[config.mk]
export PLATFORM = sky130hd
export DESIGN_NAME = csr_gpio_ctrl
export DESIGN_NICKNAME = d
export VERILOG_FILES = /design/src/rtl/csr_gpio_pkg.sv /design/src/rtl/csr_gpio_ctrl_in_sync.sv /design/src/rtl/csr_gpio_ctrl.sv
export SDC_FILE = /design/constraint.sdc
export NUM_CORES = 1
export LEC_CHECK = 0
export ABC_CLOCK_PERIOD_IN_PS = 3200
export BUFFER_PORTS_ARGS = -buffer_cell sky130_fd_sc_hd__buf_2
export CAP_MARGIN = 20
export CORE_ASPECT_RATIO = 0.6
export CORE_MARGIN = 4
export CORE_UTILIZATION = 35
export CTS_BUF_LIST = sky130_fd_sc_hd__clkbuf_4
export DETAILED_ROUTE_END_ITERATION = 6
export PLACE_DENSITY = 0.63
export SYNTH_ARGS = -nofsm -noshare
export SYNTH_HDL_FRONTEND = slang
export SYNTH_SLANG_ARGS = --single-unit
[constraint.sdc]
create_clock -name clk_i -period 3.2 [get_ports clk_i]
set_input_delay 0.96 -clock clk_i [delete_from_list [all_inputs] [get_ports clk_i]]
set_output_delay 0.96 -clock clk_i [all_outputs]
set_load 0.02 [all_outputs]
[src/rtl/csr_gpio_pkg.sv]
// Shared definitions for the GPIO/CSR slave: register offsets, status codes,
// display state encoding and the byte-enable expansion helper.
package csr_gpio_pkg;

    localparam logic [4:0] OFF_LED       = 5'h00;
    localparam logic [4:0] OFF_SW        = 5'h04;
    localparam logic [4:0] OFF_IRQ_CODE  = 5'h08;
    localparam logic [4:0] OFF_IRQ_CNT   = 5'h0C;
    localparam logic [4:0] OFF_EDGE      = 5'h10;
    localparam logic [4:0] OFF_EDGE_MASK = 5'h14;
    localparam logic [4:0] OFF_CTRL      = 5'h18;

    localparam logic [2:0] ST_LED = 3'b010;
    localparam logic [2:0] ST_IRQ = 3'b100;

    typedef enum logic {S_LED, S_SHOW} disp_state_t;

    // Expand 4 byte enables into a 32-bit bit mask.
    function automatic logic [31:0] be_mask(input logic [3:0] be);
        logic [31:0] m;
        for (int b = 0; b < 4; b++) m[b*8 +: 8] = {8{be[b]}};
        return m;
    endfunction

endpackage

[src/rtl/csr_gpio_ctrl_in_sync.sv]
// Input conditioning: multi-flop synchroniser, previous-sample flop and a
// registered rising-edge vector. Edges are suppressed until the chain has
// been refilled after reset so a pin held high never looks like a new edge.
module gpio_in_sync #(
    parameter int W      = 32,
    parameter int STAGES = 2
) (
    input  logic         clk_i,
    input  logic         rst_i,
    input  logic [W-1:0] pins_i,
    output logic [W-1:0] sync_o,
    output logic [W-1:0] rise_o
);

    localparam int ARM_MAX = STAGES + 1;
    localparam int ARM_W   = $clog2(STAGES + 2);

    logic [STAGES-1:0][W-1:0] sync_q;
    logic [W-1:0]             prev_q;
    logic [W-1:0]             rise_q;
    logic [ARM_W-1:0]         arm_cnt;
    logic                     armed;

    assign armed  = (arm_cnt == ARM_W'(ARM_MAX));
    assign sync_o = sync_q[STAGES-1];
    assign rise_o = rise_q;

    // Shift chain, prev sample, gated edge register and arm counter.
    always_ff @(posedge clk_i) begin
        if (rst_i) begin
            sync_q  <= '0;
            prev_q  <= '0;
            rise_q  <= '0;
            arm_cnt <= '0;
        end else begin
            sync_q[0] <= pins_i;
            for (int i = 1; i < STAGES; i++) sync_q[i] <= sync_q[i-1];
            prev_q <= sync_q[STAGES-1];
            rise_q <= armed ? (sync_q[STAGES-1] & ~prev_q) : '0;
            if (!armed) arm_cnt <= arm_cnt + 1'b1;
        end
    end

endmodule

[src/rtl/csr_gpio_ctrl.sv]
// GPIO/CSR slave on the xif split bus: LED outputs with a status field,
// synchronised switch inputs with sticky edge capture and maskable irq,
// and a timed display of the last acknowledged CPU irq code.
module csr_gpio_ctrl
    import csr_gpio_pkg::*;
#(
    parameter logic [31:0] BASE_ADDR      = 32'h8000_0000,
    parameter int          GPIO_W         = 32,
    parameter int          IN_SYNC_STAGES = 2,
    parameter int          IRQ_CODE_W     = 4,
    parameter int          STATUS_LSB     = 16,
    parameter logic [27:0] SHOW_CYCLES    = 28'hfffffff
) (
    input  logic                  clk_i,
    input  logic                  rst_i,
    input  logic                  bus_req_i,
    input  logic                  bus_we_i,
    input  logic [31:0]           bus_addr_bi,
    input  logic [3:0]            bus_be_bi,
    input  logic [31:0]           bus_wdata_bi,
    output logic                  bus_ack_o,
    output logic                  bus_resp_o,
    output logic [31:0]           bus_rdata_bo,
    input  logic [GPIO_W-1:0]     gpio_bi,
    output logic [GPIO_W-1:0]     gpio_bo,
    input  logic [IRQ_CODE_W-1:0] irq_code_i,
    input  logic                  irq_ack_i,
    output logic                  irq_o
);

    localparam logic [GPIO_W-1:0] GPIO_RST  = GPIO_W'(ST_LED) << STATUS_LSB;
    localparam logic [27:0]       SHOW_LAST = SHOW_CYCLES - 28'd1;

    logic              in_win, wr, rd, ctrl_clr;
    logic [4:0]        off;
    logic [31:0]       wmask32, wbits32;
    logic [GPIO_W-1:0] wmask, wbits;
    logic [GPIO_W-1:0] sw_sync, rise;

    logic [GPIO_W-1:0]     led_q, edge_q, emask_q, gpio_q;
    logic [GPIO_W-1:0]     led_d, edge_d, emask_d, gpio_d;
    logic [IRQ_CODE_W-1:0] code_q, code_d;
    logic [31:0]           cnt_q, cnt_d;
    logic                  show_en_q, show_en_d;
    disp_state_t           state_q, state_d;
    logic [27:0]           timer_q, timer_d;
    logic                  irq_q, resp_q;
    logic [31:0]           rdata_q, rd_val;

    gpio_in_sync #(.W(GPIO_W), .STAGES(IN_SYNC_STAGES)) u_in_sync (
        .clk_i  (clk_i),
        .rst_i  (rst_i),
        .pins_i (gpio_bi),
        .sync_o (sw_sync),
        .rise_o (rise)
    );

    assign in_win   = (bus_addr_bi[31:5] == BASE_ADDR[31:5]);
    assign off      = bus_addr_bi[4:0];
    assign wr       = bus_req_i & bus_we_i & in_win;
    assign rd       = bus_req_i & ~bus_we_i & in_win;
    assign wmask32  = be_mask(bus_be_bi);
    assign wbits32  = bus_wdata_bi & wmask32;
    assign wmask    = wmask32[GPIO_W-1:0];
    assign wbits    = wbits32[GPIO_W-1:0];
    assign ctrl_clr = wr && (off == OFF_CTRL) && bus_be_bi[0] && !bus_wdata_bi[0];

    assign bus_ack_o    = bus_req_i;
    assign bus_resp_o   = resp_q;
    assign bus_rdata_bo = rdata_q;
    assign gpio_bo      = gpio_q;
    assign irq_o        = irq_q;

    // Register file next values: byte-masked writes, W1C edges, irq capture.
    always_comb begin
        led_d     = led_q;
        emask_d   = emask_q;
        show_en_d = show_en_q;
        edge_d    = edge_q | rise;
        code_d    = code_q;
        cnt_d     = cnt_q;
        if (wr) begin
            case (off)
                OFF_LED:       led_d     = (led_q & ~wmask) | wbits;
                OFF_EDGE:      edge_d    = (edge_q & ~wbits) | rise;
                OFF_EDGE_MASK: emask_d   = (emask_q & ~wmask) | wbits;
                OFF_CTRL:      if (bus_be_bi[0]) show_en_d = bus_wdata_bi[0];
                default: ;
            endcase
        end
        if (irq_ack_i) begin
            code_d = irq_code_i;
            cnt_d  = cnt_q + 32'd1;
        end
    end

    // Display FSM: hold an irq code on the pins for SHOW_CYCLES, then LEDs.
    always_comb begin
        state_d = state_q;
        timer_d = timer_q;
        case (state_q)
            S_LED: begin
                if (irq_ack_i && show_en_q) begin
                    state_d = S_SHOW;
                    timer_d = '0;
                end
            end
            S_SHOW: begin
                if (ctrl_clr)                  state_d = S_LED;
                else if (irq_ack_i)            timer_d = '0;
                else if (timer_q == SHOW_LAST) state_d = S_LED;
                else                           timer_d = timer_q + 28'd1;
            end
            default: state_d = S_LED;
        endcase
    end

    // Pin image built from next-cycle values so gpio_bo is a plain flop.
    always_comb begin
        gpio_d = led_d;
        gpio_d[STATUS_LSB +: 3] = ST_LED;
        if (state_d == S_SHOW) begin
            gpio_d = '0;
            gpio_d[IRQ_CODE_W-1:0]  = code_d;
            gpio_d[STATUS_LSB +: 3] = ST_IRQ;
        end
    end

    // Read mux; narrow registers are zero-extended.
    always_comb begin
        rd_val = '0;
        case (off)
            OFF_LED:       rd_val[GPIO_W-1:0]     = led_q;
            OFF_SW:        rd_val[GPIO_W-1:0]     = sw_sync;
            OFF_IRQ_CODE:  rd_val[IRQ_CODE_W-1:0] = code_q;
            OFF_IRQ_CNT:   rd_val                 = cnt_q;
            OFF_EDGE:      rd_val[GPIO_W-1:0]     = edge_q;
            OFF_EDGE_MASK: rd_val[GPIO_W-1:0]     = emask_q;
            OFF_CTRL:      rd_val[0]              = show_en_q;
            default: ;
        endcase
    end

    // State registers, bus response and registered outputs.
    always_ff @(posedge clk_i) begin
        if (rst_i) begin
            led_q     <= '0;
            edge_q    <= '0;
            emask_q   <= '0;
            code_q    <= '0;
            cnt_q     <= '0;
            show_en_q <= 1'b1;
            state_q   <= S_LED;
            timer_q   <= '0;
            gpio_q    <= GPIO_RST;
            irq_q     <= 1'b0;
            resp_q    <= 1'b0;
            rdata_q   <= '0;
        end else begin
            led_q     <= led_d;
            edge_q    <= edge_d;
            emask_q   <= emask_d;
            code_q    <= code_d;
            cnt_q     <= cnt_d;
            show_en_q <= show_en_d;
            state_q   <= state_d;
            timer_q   <= timer_d;
            gpio_q    <= gpio_d;
            irq_q     <= |(edge_q & emask_q);
            resp_q    <= rd;
            rdata_q   <= rd ? rd_val : '0;
        end
    end

endmodule

==> results of run 1 <==
## layout make-up
type | instances | area (um^2) | area share, %
diodes | 4 | 10.0 | 0.0629
clock buffers | 121 | 908 | 5.71
clock inverters | 26 | 184 | 1.16
inverters | 32 | 120 | 0.755
multi-input cells | 800 | 5650 | 35.5
flip-flops and latches | 356 | 7130 | 44.8
well taps | 504 | 631 | 3.96
repair buffers | 222 | 1270 | 8.02
## synth_stat cells, types with 30 or more instances
cell type,n,area (um^2)
a222oi_1,34,340
nand3_1,30,150
mux2i_1,71,711
nor2b_1,98,613
inv_1,32,120
clkbuf_1,62,233
nor3b_1,32,240
a22oi_1,37,278
o221a_2,31,349
nor2_1,124,465
nand2b_1,32,200
nand2_1,39,146
dfxtp_1,356,7130
a21oi_1,43,215
## registers in the layout, indices dropped and copies added, names as in the netlist, named ones only
| signal | cells |
|---|---|
| bus_rdata_bo | 32 |
| cnt_q | 32 |
| edge_q | 32 |
| u_in_sync.prev_q | 32 |
| u_in_sync.rise_o | 32 |
| u_in_sync.sync_o | 32 |
| u_in_sync.sync_q | 32 |
| gpio_bo | 31 |
| led_q | 29 |
| timer_q | 28 |
| code_q | 4 |
| u_in_sync.arm_cnt | 2 |
| bus_resp_o | 1 |
| irq_o | 1 |
| show_en_q | 1 |
## stage by stage
stage / hold WS [ns] / cells / total power, W / util, %
floorplan: 0.373 / 1264 / 0.00482 / -
global placement: 0.377 / 1914 / 0.00500 / 40.2
detailed placement: 0.379 / 1914 / 0.00501 / 40.2
CTS: 0.348 / 2061 / 0.00881 / 43.2
global route: 0.311 / 2065 / 0.00910 / 43.2
finish: 0.358 / 2065 / 0.00870 / 43.2
## path summary, 6_finish.rpt
path,to,slack (ns),cells after the start
setup / recovery,timer_q[10],0.75,6
hold / removal,u_in_sync.rise_o[16],0.36,1
setup reg to reg,timer_q[10],0.75,6
hold reg to reg,u_in_sync.rise_o[16],0.36,1
## report_power, final
part           total [W]  internal (W)  switching (W)
clock network    0.00379       0.00198        0.00180
registers        0.00454       0.00450      0.0000424
logic           0.000365      0.000143       0.000223
total            0.00870       0.00663        0.00207
## worst reg2reg max path, delay by kind of cell, from the launching register on
kind / cells / cell delay, ns
buf+inv: 1 / 0.28
simple gates: 3 / 1.35
flops: 1 / 0.43
compound gates: 2 / 0.31
## layer usage
metal	vias to the layer above	GRT usage (%)
met5	-	0
met4	0	6.32
met3	69	5.55
met2	445	27.8
met1	5140	27.5
li1	5130	-
## cells by family (layout without fill, tap and decap cells)
kind of cell / count (synthesis) / after routing / share of synthesized area, %
buf+inv: 108 / 401 / 3.52
simple gates: 481 / 481 / 21.8
mux: 76 / 76 / 5.80
compound gates: 213 / 213 / 12.9
xor+xnor: 25 / 25 / 1.66
flops: 356 / 356 / 53.9
other cells: 1 / 5 / 0.0284
fa+ha+maj: 4 / 4 / 0.379
==> summary.txt, run 1 <==
Yosys
  – Main flop type after synthesis: dfxtp_1
  – YS warnings: 0
  – Asr flop ratio synth: 0%
  – Syn_nets: 1,377
  – Cells after Synth: 1,264
  – Post-synth EDFFs: 0
  – Post-synthesis sequential area ratio: 53.9%
  – Netlist Area Pre-Place: 0.0132 mm^2
  – Synth cell types: 62
  – Mean Syn Cell Area: 10.5 um^2
  – Synth Register Bits: 356

Drt
  – Vias: 10,800
  – DR WL met2: 16.7 mm
  – Highest Signal Layer: met4
  – Routed WL: 40.0 mm
  – Via-to-Cell Ratio: 5.22
  – Met1 WL: 19.1 mm
  – Routed length on met3: 3.28 mm
  – Initial DRT Pass Iterations: 6
  – DRC errors left: 0
  – Initial DRC Count: 993
  – Antenna viol nets, final: 0
  – Routed WL per cell: 19.4 um

Setup path
  – CP peak stage delay: 0.66 ns
  – Critical path type: reg -> reg
  – Worst Setup End Kind: flop
  – CP arrival: 3.13 ns
  – Worst path cell trace: nand4_1, nor4b_1, and4_1, o31ai_4, buf_4, o221ai_1
  – Buffers plus inverters on the worst setup path: 1
  – Max FO, Critical Path: 33
  – Slowest cell on crit path: nor4b_1
  – Delay-heaviest family, CP: simple AND/OR/NAND/NOR gates
  – CP Launch Type: flop
  – Crit path required time: 3.87 ns
  – Reg-to-Reg Start: timer_q[12]
  – Crit path from: timer_q[12]

Global routing
  – First-pass GRT wire length: 61.0 mm
  – GR Overflow Total: 0
  – Initial antenna violation count: 2
  – Via count of the first global-routing pass: 10,600
  – Total global routing track utilization: 19.2%
  – Pin count of the biggest net entering global routing: 76

Clocking
  – CTS tree: yes
  – Post-CTS Setup Repair Bufs: 0
  – CTS Root Cell: clkbuf_4
  – H-tree depth: 3
  – Clk sink count: 356
  – Hold buffers post-CTS: 0
  – Clock tree buffer depth: 3
  – Register clock-pin slew on the reported worst setup and hold paths: 0.07 ns
  – Post_cts resized: 0
  – CTS Buf Count: 84
  – Latest clock arrival within the worst-skew pair: 0.78 ns

Cells and area
  – Area grow syn2layout: 20.3%
  – Fin area: 0.0159 mm^2
  – Fill cells: 3,645
  – Most frequent cells in the layout: dfxtp_1 (356), buf_2 (173), nor2_1 (123)
  – Leading cell type in the layout, fill and taps excluded: dfxtp_1
  – # nets final: 1,609
  – Ratio of cells with drive above 1 in the final layout: 27.0%

Floorplanning
  – Initial Util: 35.9%
  – Die width: 259 um
  – Num rows: 54
  – Die Y: 159 um
  – Die area: 0.0410 mm^2
  – Core Box Area: 0.0368 mm^2
  – # IOs: 176

STA
  – Final setup violation count: 0
  – Fmax: 407 MHz
  – Fin crit period: 2.45 ns
  – RSZ-0062 raised after global routing: false
  – Hold Fails Final Rpt: 0
  – Slew @ Worst Pin: 0.766 ns
  – Worst clock skew: 0.0398 ns
  – Relative slew slack: 48.9%
  – Setup TNS: 0 ns
  – Setup ws final: 0.745 ns
  – Slew Viols, Final: 0
  – Final Cycle Share: 76.7%

Run
  – Max cap viols: 0

Placed design
  – Final HPWL DP: 28.5 mm
  – Area after DPL: 0.0148 mm^2
  – Port bufs: 174
  – DP Worst Slack: 0.0241 ns
  – Gp weighted congestion: 0.850

Power
  – PwrDens: 547 mW/mm^2
  – P_leak: 5.98 nW
  – Max VDD drop: 333 uV

Min path
  – Worst hold-check path type: reg -> reg
  – HP Start: u_in_sync.prev_q[16]

Status
  – Outcome: finished clean
Power figures use the tool's default switching activity.
==> run 2, diff against run 1 <==
--- a/config.mk
+++ b/config.mk
@@ -5,7 +5,7 @@
 export SDC_FILE = /design/constraint.sdc
 export NUM_CORES = 1
 export LEC_CHECK = 0
-export ABC_CLOCK_PERIOD_IN_PS = 3200
+export ABC_CLOCK_PERIOD_IN_PS = 2400
 export BUFFER_PORTS_ARGS = -buffer_cell sky130_fd_sc_hd__buf_2
 export CAP_MARGIN = 20
 export CORE_ASPECT_RATIO = 0.6
==> constraint.sdc (replaced) <==
create_clock -name clk_i -period 2.4 [get_ports clk_i]
set_input_delay 0.72 -clock clk_i [delete_from_list [all_inputs] [get_ports clk_i]]
set_output_delay 0.72 -clock clk_i [all_outputs]
set_load 0.02 [all_outputs]
==> run 2 against run 1 <==
Clock power increased by 27%. Critical path depth unchanged. Clock skew increased by 0.022 ns. Worst setup slack got worse by 0.61 ns. Count of clock-buffer cells in the layout decreased by 8. Register-to-register slack got worse by 0.61 ns.
==> summary.txt, run 2 (synthesized netlist as in run 1, its figures left out) <==
Global routing
  – Via count of the first global-routing pass: 10,800 (was 10,600)
  – Initial antenna violation count: 5 (was 2)
  – GR Overflow Total: 0 (unchanged)
  – First-pass GRT wire length: 61.5 mm (was 61.0 mm)
  – Total global routing track utilization: 19.2% (about the same)
  – Pin count of the biggest net entering global routing: 117 (was 76)

Placed design
  – Placed instance count: 1,947 (was 1,914)
  – Port bufs: 174 (unchanged)
  – Gp weighted congestion: 0.849 (was 0.850)
  – Final HPWL DP: 28.1 mm (was 28.5 mm)

Clocking
  – CTS tree: yes (unchanged)
  – CTS Root Cell: clkbuf_4 (unchanged)
  – Hold buffers post-CTS: 0 (unchanged)
  – Register clock-pin slew on the reported worst setup and hold paths: 0.07 ns (about the same)
  – Clock tree buffer depth: 3 (unchanged)
  – Clk sink count: 356 (unchanged)
  – CTS Buf Count: 83 (was 84)
  – Latest clock arrival within the worst-skew pair: 0.81 ns (was 0.78 ns)
  – H-tree depth: 3 (unchanged)

Setup path
  – Critical path type: reg -> reg (unchanged)
  – Slowest cell on crit path: nor3_1 (was nor4b_1)
  – CP arrival: 2.94 ns (was 3.13 ns)
  – Buffers plus inverters on the worst setup path: 1 (unchanged)
  – Worst Setup End Kind: flop (unchanged)
  – Most used cell, CP: and4_1
  – Worst path cell trace: and4_1, nor4b_1, buf_4, and4_1, nor3_1, mux2_2 (was nand4_1, nor4b_1, and4_1, o31ai_4, buf_4, o221ai_1)
  – Crit path required time: 3.07 ns (was 3.87 ns)
  – CP Launch Type: flop (unchanged)
  – CP peak stage delay: 0.59 ns (was 0.66 ns)
  – Delay-heaviest family, CP: simple AND/OR/NAND/NOR gates (unchanged)
  – Max FO, Critical Path: 6 (was 33)

Drt
  – Via-to-Cell Ratio: 5.23 (was 5.22)
  – Antenna viol nets, final: 0 (unchanged)
  – Initial DRT Pass Iterations: 7 (was 6)
  – DRC errors left: 0 (unchanged)
  – Routed WL: 40.1 mm (was 40.0 mm)
  – Highest Signal Layer: met4 (unchanged)
  – Routed WL per cell: 19.1 um (was 19.4 um)
  – Met1 WL: 19.4 mm (was 19.1 mm)
  – Routed length on met3: 3.09 mm (was 3.28 mm)
  – DR WL met2: 16.7 mm (about the same)
  – Initial DRC Count: 1,082 (was 993)
  – Vias: 11,000 (was 10,800)

Cells and area
  – Register Area: 0.00713 mm^2 (unchanged)
  – Leading cell type in the layout, fill and taps excluded: dfxtp_1 (unchanged)
  – # nets final: 1,642 (was 1,609)
  – Area grow syn2layout: 24.2% (was 20.3%)
  – Fill cells: 3,609 (was 3,645)
  – Layout Cells excl Fill: 2,097 (was 2,065)
  – Most frequent cells in the layout: dfxtp_1 (356), buf_2 (173), nor2_1 (123) (unchanged)
  – Multi-input combinational cell area: 0.00574 mm^2 (was 0.00565 mm^2)
  – Ratio of cells with drive above 1 in the final layout: 28.5% (was 27.0%)

STA
  – Final hold slack: 0.123 ns (was 0.358 ns)
  – Final Cycle Share: 94.4% (was 76.7%)
  – Slew Viols, Final: 0 (unchanged)
  – Hold Fails Final Rpt: 0 (unchanged)
  – Relative slew slack: 50.1% (was 48.9%)
  – Fmax: 441 MHz (was 407 MHz)
  – Worst clock skew: 0.0614 ns (was 0.0398 ns)
  – RSZ-0062 raised after global routing: false (unchanged)
  – Slew @ Worst Pin: 0.742 ns (was 0.766 ns)
  – Fin crit period: 2.27 ns (was 2.45 ns)
  – Final setup violation count: 0 (unchanged)

Floorplanning
  – Initial Util: 35.9% (unchanged)
  – Die Y: 159 um (unchanged)
  – Num rows: 54 (unchanged)
  – # IOs: 176 (unchanged)
  – Core Box Area: 0.0368 mm^2 (unchanged)
  – Die width: 259 um (unchanged)
  – Die area: 0.0410 mm^2 (unchanged)

Min path
  – Worst hold-check path type: in -> reg (was reg -> reg)

Power
  – Max VDD drop: 336 uV (was 333 uV)
  – PwrDens: 695 mW/mm^2 (was 547 mW/mm^2)
  – P_leak: 6.18 nW (was 5.98 nW)

Run
  – Max cap viols: 0 (unchanged)

Status
  – Outcome: finished clean (unchanged)
## run 2: what timing repair did
| item | CTS | global route |
|---|---|---|
| endpoints found under the setup margin | 0 | 1 |
| hold endpoints to repair | 0 | 0 |
| setup buffers | 0 | 1 |
| resized for setup | 0 | 0 |
## run 2: stage by stage
| step | instance area, um^2 | setup WS [ns] | utilization [%] | setup TNS, ns | total power (W) |
|---|---|---|---|---|---|
| finish | 16400 | 0.134 | 44.6 | 0 | 0.0114 |
| global route | 16400 | 0.0325 | 44.6 | 0 | 0.0119 |
| CTS | 16400 | 0.188 | 44.5 | 0 | 0.0116 |
| detailed placement | 15400 | -0.359 | 41.7 | -33.61 | 0.00671 |
| global placement | 15400 | -0.341 | 41.7 | -27.38 | 0.00670 |
| floorplan | 13400 | -0.0774 | - | -1.56 | 0.00645 |
## run 2: final cells by class
type / instances / area share, %
Sequential cell: 356 / 43.4
Multi-Input combinational cell: 800 / 35.0
Timing Repair Buffer: 256 / 10.7
Clock buffer: 113 / 5.17
Tap cell: 504 / 3.84
Clock inverter: 30 / 1.08
Inverter: 32 / 0.732
Antenna cell: 6 / 0.0914
## run 2: path summary, 6_finish.rpt
| path | slack [ns] | depth (start not counted) | startpoint | endpoint |
|---|---|---|---|---|
| worst max-delay path | 0.13 | 6 | timer_q[8] | gpio_bo[1] |
| worst min-delay path | 0.12 | 2 | gpio_bi[1] | u_in_sync.sync_q[1] |
| worst max register to register | 0.13 | 6 | timer_q[8] | gpio_bo[1] |
| worst min register to register | 0.38 | 1 | u_in_sync.prev_q[29] | u_in_sync.rise_o[29] |
## run 2: worst reg2reg max path, stage by stage (launching register included)
cell     delay (ns)
dfxtp_1        0.36
and4_1         0.23
nor4b_1        0.17
buf_4          0.15
and4_1         0.25
nor3_1         0.59
mux2_2         0.41
## run 2: layer usage
layer  vias up  global-route usage (%)
met5         -                       0
met4         0                    7.96
met3        62                    4.66
met2       428                    27.4
met1      5298                    27.9
li1       5182                       -
## run 2: report_power, final
part / switching, W / leakage, nW / total (W) / internal [W]
registers: 0.0000560 / 2.89 / 0.00606 / 0.00600
clock network: 0.00242 / 0.610 / 0.00483 / 0.00241
logic: 0.000309 / 2.68 / 0.000523 / 0.000214
==> run 3, diff against run 2 <==
--- a/config.mk
+++ b/config.mk
@@ -5,7 +5,7 @@
 export SDC_FILE = /design/constraint.sdc
 export NUM_CORES = 1
 export LEC_CHECK = 0
-export ABC_CLOCK_PERIOD_IN_PS = 2400
+export ABC_CLOCK_PERIOD_IN_PS = 2800
 export BUFFER_PORTS_ARGS = -buffer_cell sky130_fd_sc_hd__buf_2
 export CAP_MARGIN = 20
 export CORE_ASPECT_RATIO = 0.6
@@ -13,6 +13,7 @@
 export CORE_UTILIZATION = 35
 export CTS_BUF_LIST = sky130_fd_sc_hd__clkbuf_4
 export DETAILED_ROUTE_END_ITERATION = 6
+export HOLD_SLACK_MARGIN = 0.02
 export PLACE_DENSITY = 0.63
 export SYNTH_ARGS = -nofsm -noshare
 export SYNTH_HDL_FRONTEND = slang
==> constraint.sdc (replaced) <==
create_clock -name clk_i -period 2.8 [get_ports clk_i]
set_input_delay 0.84 -clock clk_i [delete_from_list [all_inputs] [get_ports clk_i]]
set_output_delay 0.84 -clock clk_i [all_outputs]
set_load 0.02 [all_outputs]
==> run 3 against run 2 <==
Clock skew down 0.015 ns. Die area unchanged. Register-to-register slack better by 0.40 ns. Count of clock-buffer cells in the layout up 13. Clock power down 12%.
==> summary.txt, run 3 (synthesized netlist as in run 1, its figures left out) <==
Clocking
  – Post_cts resized: 0 (unchanged)
  – H-tree depth: 3 (unchanged)
  – Register clock-pin slew on the reported worst setup and hold paths: 0.08 ns (was 0.07 ns)
  – Clk sink count: 356 (unchanged)
  – CTS Root Cell: clkbuf_4 (unchanged)
  – Post-CTS Setup Repair Bufs: 0 (unchanged)
  – Clock tree buffer depth: 3 (unchanged)
  – CTS tree: yes (unchanged)
  – CTS Buf Count: 84 (was 83)
  – Latest clock arrival within the worst-skew pair: 0.79 ns (was 0.81 ns)
  – Hold buffers post-CTS: 0 (unchanged)

Global routing
  – Initial antenna violation count: 0 (was 5)
  – Pin count of the biggest net entering global routing: 97 (was 117)
  – First-pass GRT wire length: 61.4 mm (was 61.5 mm)
  – Via count of the first global-routing pass: 10,700 (was 10,800)
  – GR Overflow Total: 0 (unchanged)
  – Total global routing track utilization: 19.2% (about the same)

Power
  – Reg power frac: 52.5% (was 53.1%)
  – P_leak: 6.14 nW (was 6.18 nW)
  – PwrDens: 610 mW/mm^2 (was 695 mW/mm^2)
  – Pwr Total: 0.00989 W (was 0.0114 W)
  – Max VDD drop: 278 uV (was 336 uV)
  – Sw Share: 23.7% (was 24.4%)
  – Sw Pwr: 0.00234 W (was 0.00279 W)
  – Clock power frac: 43.1% (was 42.3%)
  – Power Internal: 0.00755 W (was 0.00862 W)
  – Logic pwr share: 4.4% (was 4.6%)

Drt
  – Via-to-Cell Ratio: 5.23 (about the same)
  – Routed WL per cell: 19.3 um (was 19.1 um)
  – Vias: 10,900 (was 11,000)
  – Initial DRC Count: 1,207 (was 1,082)
  – Routed WL: 40.2 mm (was 40.1 mm)
  – DRC errors left: 0 (unchanged)
  – Antenna viol nets, final: 0 (unchanged)
  – Initial DRT Pass Iterations: 5 (was 7)

Floorplanning
  – Num rows: 54 (unchanged)
  – # IOs: 176 (unchanged)
  – Die width: 259 um (unchanged)
  – Initial Util: 35.9% (unchanged)
  – Die Y: 159 um (unchanged)
  – Core Box Area: 0.0368 mm^2 (unchanged)
  – Die area: 0.0410 mm^2 (unchanged)

Cells and area
  – Ratio of cells with drive above 1 in the final layout: 28.3% (was 28.5%)
  – Area grow syn2layout: 22.6% (was 24.2%)
  – Fill cells: 3,540 (was 3,609)
  – # diodes: 0 (was 6)
  – Most frequent cells in the layout: dfxtp_1 (356), buf_2 (173), clkbuf_4 (126) (was dfxtp_1 (356), buf_2 (173), nor2_1 (123))
  – Register Area: 0.00713 mm^2 (unchanged)
  – Core Util, Final: 44.0% (was 44.6%)
  – Leading cell type in the layout, fill and taps excluded: dfxtp_1 (unchanged)
  – Multi-input combinational cell area: 0.00565 mm^2 (was 0.00574 mm^2)
  – # nets final: 1,633 (was 1,642)

STA
  – Final Cycle Share: 80.8% (was 94.4%)
  – Hold Fails Final Rpt: 0 (unchanged)
  – Relative slew slack: 60.3% (was 50.1%)
  – Fin crit period: 2.26 ns (was 2.27 ns)
  – RSZ-0062 raised after global routing: false (unchanged)
  – Final setup violation count: 0 (unchanged)
  – Final hold slack: 0.275 ns (was 0.123 ns)
  – Slew Viols, Final: 0 (unchanged)
  – Fmax: 442 MHz (was 441 MHz)
  – Slew @ Worst Pin: 0.596 ns (was 0.742 ns)
  – Worst clock skew: 0.0459 ns (was 0.0614 ns)

Setup path
  – Worst Setup End Kind: flop (unchanged)
  – CP Launch Type: flop (unchanged)
  – Reg-to-Reg Start: timer_q[0] (was timer_q[8])
  – Crit path from: timer_q[0] (was timer_q[8])
  – Critical path type: reg -> reg (unchanged)
  – Crit path required time: 3.45 ns (was 3.07 ns)
  – Max FO, Critical Path: 9 (was 6)
  – CP arrival: 2.91 ns (was 2.94 ns)

Run
  – Max cap viols: 0 (unchanged)

Status
  – Outcome: finished clean (unchanged)

Placed design
  – Port bufs: 174 (unchanged)
  – Gp weighted congestion: 0.841 (was 0.849)
  – Final HPWL DP: 28.4 mm (was 28.1 mm)

Min path
  – Worst hold-check path type: in -> reg (unchanged)
  – HP Start: gpio_bi[29] (was gpio_bi[1])
==> run 3: cell types whose count changed in the layout (fill, tap and decap cells not counted), sizes merged <==
cell / delta
buf: -10
diode: -6
inv: -1
clkinv: -14
clkbuf: +13
==> run 3: power by group through the flow <==
stage | Clock, W | Sequential [W] | Combinational (W)
CTS | 0.00440 | 0.00519 | 0.000439
floorplan | 0 | 0.00529 | 0.000219
global placement | 0 | 0.00531 | 0.000433
global route | 0.00465 | 0.00520 | 0.000477
detailed placement | 0 | 0.00531 | 0.000437
finish | 0.00426 | 0.00519 | 0.000438
==> run 3: critical path, cell delays in order, from the launching register on <==
cell and delay (ns):
dfxtp_1 0.42, ha_1 0.31, and3_1 0.31, nand4_1 0.39
nor4_1 0.45, or4_1 0.18, o211ai_1 0.08
==> run 3: cell type report <==
cell class	instances	area share, %
flip-flops and latches	356	44.0
multi-input cells	800	34.9
repair buffers	246	9.98
clock buffers	126	5.84
well taps	504	3.89
inverters	32	0.741
clock inverters	15	0.703
==> run 3: stage by stage <==
step / area [um^2] / std cells / worst slack [ns] / setup TNS [ns]
floorplan: 13200 / 1264 / 0.164 / 0
global placement: 15100 / 1938 / -0.134 / -3.19
detailed placement: 15100 / 1938 / -0.169 / -5.14
CTS: 16200 / 2079 / 0.507 / 0
global route: 16200 / 2079 / 0.356 / 0
finish: 16200 / 2079 / 0.537 / 0
==> run 3: final timing paths <==
path | slack (ns) | endpoint | cells past startpoint
setup / recovery | 0.54 | timer_q[24] | 6
hold / removal | 0.28 | u_in_sync.sync_q[29] | 2
setup reg to reg | 0.54 | timer_q[24] | 6
hold reg to reg | 0.36 | u_in_sync.rise_o[26] | 1
==> run 3: routing by layer <==
layer,track usage [%],share of wire (%),up-vias
met4,6.14,2.1,0
li1,-,-,5133
met5,0,0,-
met2,28.4,42,452
met3,5.09,7.7,67
met1,27.5,48,5229
